## config.mk

```make
export PLATFORM = sky130hd
export DESIGN_NAME = reg_transfer_seq
export DESIGN_NICKNAME = d
export VERILOG_FILES = /design/src/rtl/reg_transfer_seq.sv
export SDC_FILE = /design/constraint.sdc
export NUM_CORES = 1
export LEC_CHECK = 0
export CAP_MARGIN = 20
export CELL_PAD_IN_SITES_DETAIL_PLACEMENT = 0
export CELL_PAD_IN_SITES_GLOBAL_PLACEMENT = 2
export CORE_MARGIN = 1.5
export CORE_UTILIZATION = 33
export DETAILED_ROUTE_END_ITERATION = 10
export HOLD_SLACK_MARGIN = 0.05
export PLACE_DENSITY_LB_ADDON = 0.1
export SYNTH_ARGS = -nofsm -noshare
export SYNTH_HDL_FRONTEND = slang
export SYNTH_SLANG_ARGS = --single-unit
export TNS_END_PERCENT = 10
```

## constraint.sdc

```tcl
create_clock -name clk -period 2.2 [get_ports clk]
set_clock_uncertainty 0.2 [all_clocks]
set_input_delay 0.44 -clock clk [delete_from_list [all_inputs] [get_ports clk]]
set_output_delay 0.44 -clock clk [all_outputs]
set_load 0.05 [all_outputs]
```

## src/rtl/reg_transfer_seq.sv

```systemverilog
// reg_transfer_seq: RegisterFile initiator for the 6502 register-transfer
// ops (TAX/TXA/TAY/TYA/TSX/TXS), JMP abs and NOP. Register-to-register moves
// go through an internal tmp register. The N/Z flags in PSR are updated with
// a read-modify-write. All rf* outputs decode from the state register and
// latched data only, so there is no combinational path from start.
module reg_transfer_seq #(
  parameter int PSR_N_BIT = 7,
  parameter int PSR_Z_BIT = 1
) (
  input  logic        clk,
  input  logic        reset,
  input  logic        start,
  input  logic [2:0]  opcode,
  input  logic [15:0] imm16,
  input  logic [7:0]  rfDataOut,
  output logic [7:0]  rfDataIn,
  output logic [2:0]  rfRegSelect,
  output logic        rfLoad,
  output logic        busy,
  output logic        done
);

  localparam logic [2:0] OP_TXS  = 3'd5;
  localparam logic [2:0] OP_JMP  = 3'd6;
  localparam logic [2:0] REG_PCL = 3'd4;
  localparam logic [2:0] REG_PCH = 3'd5;
  localparam logic [2:0] REG_PSR = 3'd6;

  typedef enum logic [2:0] {
    S_IDLE   = 3'd0,
    S_RD_SRC = 3'd1,
    S_WR_DST = 3'd2,
    S_RD_PSR = 3'd3,
    S_WR_PSR = 3'd4,
    S_WR_PCL = 3'd5,
    S_WR_PCH = 3'd6,
    S_DONE   = 3'd7
  } state_t;

  state_t      r_state;
  state_t      w_next;
  logic [2:0]  r_op;
  logic [15:0] r_target;
  logic [7:0]  r_tmp;
  logic [7:0]  r_psr;

  // Source register of a transfer opcode (0 Acc, 1 X, 2 Y, 3 SP).
  function automatic logic [2:0] src_reg(input logic [2:0] op);
    logic [2:0] r;
    case (op)
      3'd0:    r = 3'd0;
      3'd1:    r = 3'd1;
      3'd2:    r = 3'd0;
      3'd3:    r = 3'd2;
      3'd4:    r = 3'd3;
      3'd5:    r = 3'd1;
      default: r = 3'd0;
    endcase
    return r;
  endfunction

  // Destination register of a transfer opcode.
  function automatic logic [2:0] dst_reg(input logic [2:0] op);
    logic [2:0] r;
    case (op)
      3'd0:    r = 3'd1;
      3'd1:    r = 3'd0;
      3'd2:    r = 3'd2;
      3'd3:    r = 3'd0;
      3'd4:    r = 3'd1;
      3'd5:    r = 3'd3;
      default: r = 3'd0;
    endcase
    return r;
  endfunction

  // PSR with N and Z recomputed from the transferred value, other bits kept.
  function automatic logic [7:0] psr_update(input logic [7:0] psr, input logic [7:0] val);
    logic [7:0] r;
    r            = psr;
    r[PSR_N_BIT] = val[7];
    r[PSR_Z_BIT] = (val == 8'h00);
    return r;
  endfunction

  // State register.
  always_ff @(posedge clk or posedge reset) begin
    if (reset) r_state <= S_IDLE;
    else       r_state <= w_next;
  end

  // Next-state logic; the opcode is taken straight from the input only in IDLE.
  always_comb begin
    w_next = r_state;
    case (r_state)
      S_IDLE: begin
        if (start) begin
          if (opcode < OP_JMP)       w_next = S_RD_SRC;
          else if (opcode == OP_JMP) w_next = S_WR_PCL;
          else                       w_next = S_DONE;
        end else begin
          w_next = S_IDLE;
        end
      end
      S_RD_SRC: w_next = S_WR_DST;
      S_WR_DST: begin
        if (r_op == OP_TXS) w_next = S_DONE;
        else                w_next = S_RD_PSR;
      end
      S_RD_PSR: w_next = S_WR_PSR;
      S_WR_PSR: w_next = S_DONE;
      S_WR_PCL: w_next = S_WR_PCH;
      S_WR_PCH: w_next = S_DONE;
      S_DONE:   w_next = S_IDLE;
      default:  w_next = S_IDLE;
    endcase
  end

  // Latch the request in IDLE and capture RegisterFile reads in the RD_* states.
  always_ff @(posedge clk or posedge reset) begin
    if (reset) begin
      r_op     <= 3'd0;
      r_target <= 16'h0000;
      r_tmp    <= 8'h00;
      r_psr    <= 8'h00;
    end else begin
      case (r_state)
        S_IDLE: begin
          if (start) begin
            r_op     <= opcode;
            r_target <= imm16;
          end
        end
        S_RD_SRC: r_tmp <= rfDataOut;
        S_RD_PSR: r_psr <= rfDataOut;
        default: begin
          r_tmp <= r_tmp;
        end
      endcase
    end
  end

  // RegisterFile port and status outputs decoded from the state register.
  always_comb begin
    rfDataIn    = 8'h00;
    rfRegSelect = 3'd0;
    rfLoad      = 1'b0;
    busy        = 1'b1;
    done        = 1'b0;
    case (r_state)
      S_IDLE:   busy = 1'b0;
      S_RD_SRC: rfRegSelect = src_reg(r_op);
      S_WR_DST: begin
        rfRegSelect = dst_reg(r_op);
        rfDataIn    = r_tmp;
        rfLoad      = 1'b1;
      end
      S_RD_PSR: rfRegSelect = REG_PSR;
      S_WR_PSR: begin
        rfRegSelect = REG_PSR;
        rfDataIn    = psr_update(r_psr, r_tmp);
        rfLoad      = 1'b1;
      end
      S_WR_PCL: begin
        rfRegSelect = REG_PCL;
        rfDataIn    = r_target[7:0];
        rfLoad      = 1'b1;
      end
      S_WR_PCH: begin
        rfRegSelect = REG_PCH;
        rfDataIn    = r_target[15:8];
        rfLoad      = 1'b1;
      end
      S_DONE:   done = 1'b1;
      default:  busy = 1'b0;
    endcase
  end

endmodule

```

==> results of run 1 <==
## metrics by stage
step	TNS, ns	util
global route	-0.972	0.515
CTS	-0.490	0.503
detailed placement	0	0.470
floorplan	-0.391	-
finish	-0.306	0.515
global placement	0	0.470
## critical path, cell delays in order (launching register included)
cell     delay (ns)
dfrtp_2        0.48
nor2b_4        0.16
a22o_1         0.19
a221o_1        0.33
buf_12         0.16
## cells in the mapped netlist, drive strengths merged (3+ instances only)
| library cell | instances |
|---|---|
| a22o | 6 |
| a31oi | 3 |
| buf | 7 |
| dfrtp | 36 |
| inv | 5 |
| mux2 | 34 |
| mux2i | 5 |
| nand2 | 4 |
| nor2 | 5 |
| nor3 | 4 |
| o21ai | 3 |
| o2bb2ai | 5 |
## power groups by stage
stage          Sequential, mW  Clock, mW  Combinational, mW
6_report                 1.33      0.477               3.27
5_1_grt                  1.37      0.532               3.45
4_1_cts                  1.32      0.496               3.19
3_5_place_dp             1.30          0               3.00
3_3_place_gp             1.29          0               2.98
2_1_floorplan            1.17          0               1.87
## cell families after synthesis
kind of cell	share of synthesized area
and+or+nand+nor	0.106
buffers and inverters	0.0551
AOI/OAI and AO/OA	0.107
DFF	0.478
muxes	0.250
xor gates and xnor gates	0.00465
## repair_timing
item                                    in CTS  in global routing
endpoints found under the setup margin      10                 12
resized for setup                           16                 11
pin swaps                                   11                  3
setup buffers                                1                  1
## state kept, by name (all words and copies together) (netlist names)
register  count
r_target     16
r_state       3
r_tmp         8
r_op          3
r_psr         6
## layer usage
layer,vias to the layer above,global-route usage,part of all wire
met5,-,0,0
met4,0,0.0429,0.012
met3,7,0.0384,0.043
met2,40,0.280,0.52
met1,694,0.201,0.42
li1,652,-,-
## layout make-up
cell class                 count  share of cell area
multi-input combinational     96               0.355
sequential                    36               0.319
timing repair buffer          60               0.256
clock buffer                   8              0.0318
tap                           72              0.0318
inverter                       5             0.00662
## how the worst min path moves through the flow
stage | endpoint | cells past startpoint | slack (ns)
floorplan | r_target[15] | 1 | 0.27
global placement | r_psr[5] | 1 | 0.29
detailed placement | r_target[15] | 1 | 0.30
CTS | r_target[15] | 1 | 0.31
global route | r_target[15] | 1 | 0.33
finish | r_target[15] | 1 | 0.30
==> results.cfg, run 1 <==
[timing]
fin_crit_sh = 1.02
worst_slew_pin_slew_ns = 0.473
final_hold_viol_count = 0
rsz0062_at_grt = yes
fin_crit_ns = 2.25
post-route-worst-setup-slack_ns = -0.0506
holdWs_ns = 0.304
fmax_mhz = 444
slew_headroom = 0.684
drv_slew = 0
final-setup-viol-count = 9

[synth]
synth_warnings = 0
syn_avg_cell_area_um2 = 12.9
ys_seq_area_frac = 0.478
syn_nets = 176
synthTopCellsByArea = dfrtp_1 48%, mux2_2 14%, mux2_4 8.0%
yosys.cell_types.count = 42
synthFlopType = dfrtp_1
netlist.area_leader.share = 0.478
synthArstFlopShare = 1.00
synth_seq_cells = 36
synth-edff-count = 0
netlist_area_um2 = 1890
postSynthCellCount = 146
yosysTopAreaCell = dfrtp_1

[detailed_routing]
via_per_inst = 5.03
drtAntennaViolNets = 0
route.vias.total = 1393
drt-initial-drc-count = 33
drc = 0
wirelength_um = 4590
wl_per_cell_um = 16.6
drt_pass1_iterations = 4

[status]
status = finished with violations
violations = setup timing

[pwr]
p_sw_frac = 0.412
p_leak_nw = 1.21
seqPwrFrac = 0.261
ir_worst_vdd_mv = 0.986
combPwrFrac = 0.645
p_clk_frac = 0.094
switching_power_mw = 2.09
power_mw = 5.08
p_per_area_nw_per_um2 = 1790
p_int_mw = 2.99

[worst_setup_path]
crit_type = reg2out
reg2reg_from = r_state[2]
startpoint_type = flip-flop
crit_path_end = rfDataIn[1]
r2r_cells = 5
worstSetupStartpoint = r_state[1]
cp-end-kind = output port
path_max_fanout = 7
r2r_slack_ns = 0.30
rr_endpoint = r_target[10]
crit_required_ns = 1.56
worst_ep_arrival_time_ns = 1.61

[layout]
ff_latch_area_um2 = 905
multi_input_area_um2 = 1000
finalNetCount = 234
diodes = 0
drive_above_1_share = 0.473
final_cell_area_um2 = 2830
area_growth_pct = 50.3
mostFrequentLayoutCells = 33 x dfrtp_1, 29 x clkdlybuf4s50_1, 24 x mux2_2
instances_no_fill = 277
fillerInstances = 490
final_common_cell = dfrtp_1

[floorplan]
initial_utilization = 0.342
io-pin-count = 44
rows = 27
die_area_um2 = 6180
die_h_um = 78.6
die_w_um = 78.6
coreArea_um2 = 5510

[placement]
gp_congestion = 0.871
placed_cells = 267
place_area_um2 = 2590
pre_cts_ws_ns = 0.166
detailed_place_hpwl_um = 3420
port_buffers = 43

[clocking]
htreeDepth = 2
clock_latency_ns = 0.28
clock-sinks = 36
clockRootBuffer = clkbuf_8
hold_buffers = 0
clockBufferDepth = 2
cts_buffers = 5
cts.clk_slew.worst_paths_ns = 0.07
cts_tree = done

[min_path]
hp-start = r_target[15]
hold_class = reg2reg

[grt]
grt_pass1_wl_um = 7620
antenna_found_initial = 0
grt_max_degree = 37
overflow = 0
track_usage = 0.162
grt_pass1_vias = 1479

[run]
maxCapViolations = 0
Power figures use the tool's default switching activity.
==> inputs of run 2 (changes only) <==
--- a/constraint.sdc
+++ b/constraint.sdc
@@ -4,2 +4,2 @@
 set_output_delay 0.44 -clock clk [all_outputs]
-set_load 0.05 [all_outputs]
+set_load 0.01 [all_outputs]
==> run 2 against run 1 <==
  * The flow still finishes with violations (setup timing)
  * First-iteration DRC count is 36% higher
  * Sequential power hardly changed
  * Register-to-register slack worse by 0.12 ns
  * Hold slack better by 0.0087 ns
  * Clock-buffer cell count stayed put
  * Critical path type unchanged
  * Critical path depth stayed put
  * Setup slack better by 0.031 ns
  * Global-route usage is 0.28 points higher
  * Clock power hardly changed
==> results.cfg, run 2 (same netlist as run 1, synthesis figures left out) <==
[worst_setup_path]
worst_ep_arrival_time_ns = 1.58
crit_path_end = rfDataIn[1]
path_max_fanout = 7
worstSetupStartpoint = r_state[1]
crit_family = flip-flops
r2r_cells = 6
startpoint_type = flip-flop
rr_endpoint = r_target[13]
worst-path-buf-inv = 1
worst-path-stages = 4
max_stage_delay_ns = 0.49
cp_slowest_cell = dfrtp_2
reg2reg_from = r_state[1]
r2r_slack_ns = 0.18
crit_type = reg2out
path_cells = nor2b_4 -> a22o_1 -> a221o_1 -> buf_2
cp-end-kind = output port
crit_required_ns = 1.56

[grt]
track_usage = 0.165
overflow = 0
grt_use_met1 = 0.194
grt_pass1_vias = 1561
met3_usage = 0.0372
grt_pass1_wl_um = 7650
antenna_found_initial = 0
busiest_layer = met2
grt_max_degree = 37
use_met2 = 0.298

[clocking]
htreeDepth = 2
clockRootBuffer = clkbuf_8
cts.clk_slew.worst_paths_ns = 0.07
clock-sinks = 36
cts_buffers = 5
cts_tree = done
clock_latency_ns = 0.28
clockBufferDepth = 2

[layout]
diodes = 0
mostFrequentLayoutCells = 33 x dfrtp_1, 29 x clkdlybuf4s50_1, 25 x buf_4
fillerInstances = 514
final_util = 0.487
final_common_cell = dfrtp_1
regMostFlops = r_target
drive_above_1_share = 0.440
reg_top3 = r_target (16), r_tmp (8), r_psr (6)
largest_reg_flops = 16
area_growth_pct = 42.3
finalNetCount = 247

[detailed_routing]
drc = 0
drtAntennaViolNets = 0
via_per_inst = 4.88
wirelength_um = 4600
drt-initial-drc-count = 45
route.vias.total = 1416
wl_per_cell_um = 15.9
drt_pass1_iterations = 4

[placement]
port_buffers = 43
detailed_place_hpwl_um = 3400
gp_congestion = 0.800

[timing]
final-setup-viol-count = 2
drv_slew = 0
final_hold_viol_count = 0
worst_slew_pin_slew_ns = 0.453
fmax_mhz = 451
rsz0062_at_grt = yes
post-route-worst-setup-slack_ns = -0.0195
holdWs_ns = 0.312
fin_crit_sh = 1.01
fin_crit_ns = 2.22
fin_setup_tns_ns = -0.0225
slew_headroom = 0.698

[floorplan]
die_h_um = 78.6
die_area_um2 = 6180
rows = 27
die_w_um = 78.6
initial_utilization = 0.342
coreArea_um2 = 5510
io-pin-count = 44

[status]
status = finished with violations
violations = setup timing

[pwr]
p_leak_nw = 1.19
ir_worst_vdd_mv = 0.552
p_per_area_nw_per_um2 = 1450

[min_path]
hold_class = reg2reg

[run]
maxCapViolations = 0
## run 2: worst register-to-register path, cell delays in order, from the launching register on
cell	delay, ns
dfrtp_2	0.49
clkbuf_16	0.19
buf_4	0.13
nor3_4	0.14
and2_1	0.20
buf_12	0.19
mux2_2	0.36
## run 2: worst min path at each step
stage / from / endpoint / slack [ns] / depth (start not counted)
after floorplan: r_target[15] / r_target[15] / 0.27 / 1
after global placement: r_psr[5] / r_psr[5] / 0.29 / 1
after CTS: r_psr[4] / r_psr[4] / 0.31 / 1
after global routing: r_psr[4] / r_psr[4] / 0.32 / 1
after detailed placement: r_psr[4] / r_psr[4] / 0.30 / 1
final: r_psr[4] / r_psr[4] / 0.31 / 1
## run 2: report_power, final
part           switching [mW]  internal [mW]  total (mW)
clock network           0.221          0.255       0.477
registers               0.295           1.00        1.30
logic                   0.873           1.25        2.12
total                    1.39           2.51        3.90
## run 2: repair_timing
item	in CTS	in global routing
buffers inserted	2	1
gates cloned	0	1
hold buffers	0	0
setup endpoints to repair	14	11
resized for setup	27	31
pin swaps	0	5
hold endpoints to repair	0	0
## run 2: metrics by stage
| stage | total power [mW] | area [um^2] | std cells | setup WS [ns] |
|---|---|---|---|---|
| after global placement | 3.36 | 2540 | 279 | -0.132 |
| final | 3.90 | 2680 | 290 | -0.0195 |
| after global routing | 4.17 | 2680 | 290 | -0.0789 |
| after CTS | 3.82 | 2640 | 289 | -0.192 |
| after floorplan | 2.45 | 1890 | 146 | 0.222 |
| after detailed placement | 3.39 | 2540 | 279 | -0.133 |
## run 2: layout make-up
cell class / instances / area (um^2) / area share
repair buffers: 73 / 653 / 0.243
inverters: 5 / 18.8 / 0.00700
flip-flops and latches: 36 / 905 / 0.337
multi-input cells: 96 / 926 / 0.345
well taps: 72 / 90.1 / 0.0336
clock buffers: 8 / 90.1 / 0.0336
## run 2: per-layer routing
layer  vias to the layer above  share of wire
met5                         -              0
met4                         0         0.0080
met3                         4          0.038
met2                        39           0.52
met1                       696           0.43
li1                        677              -
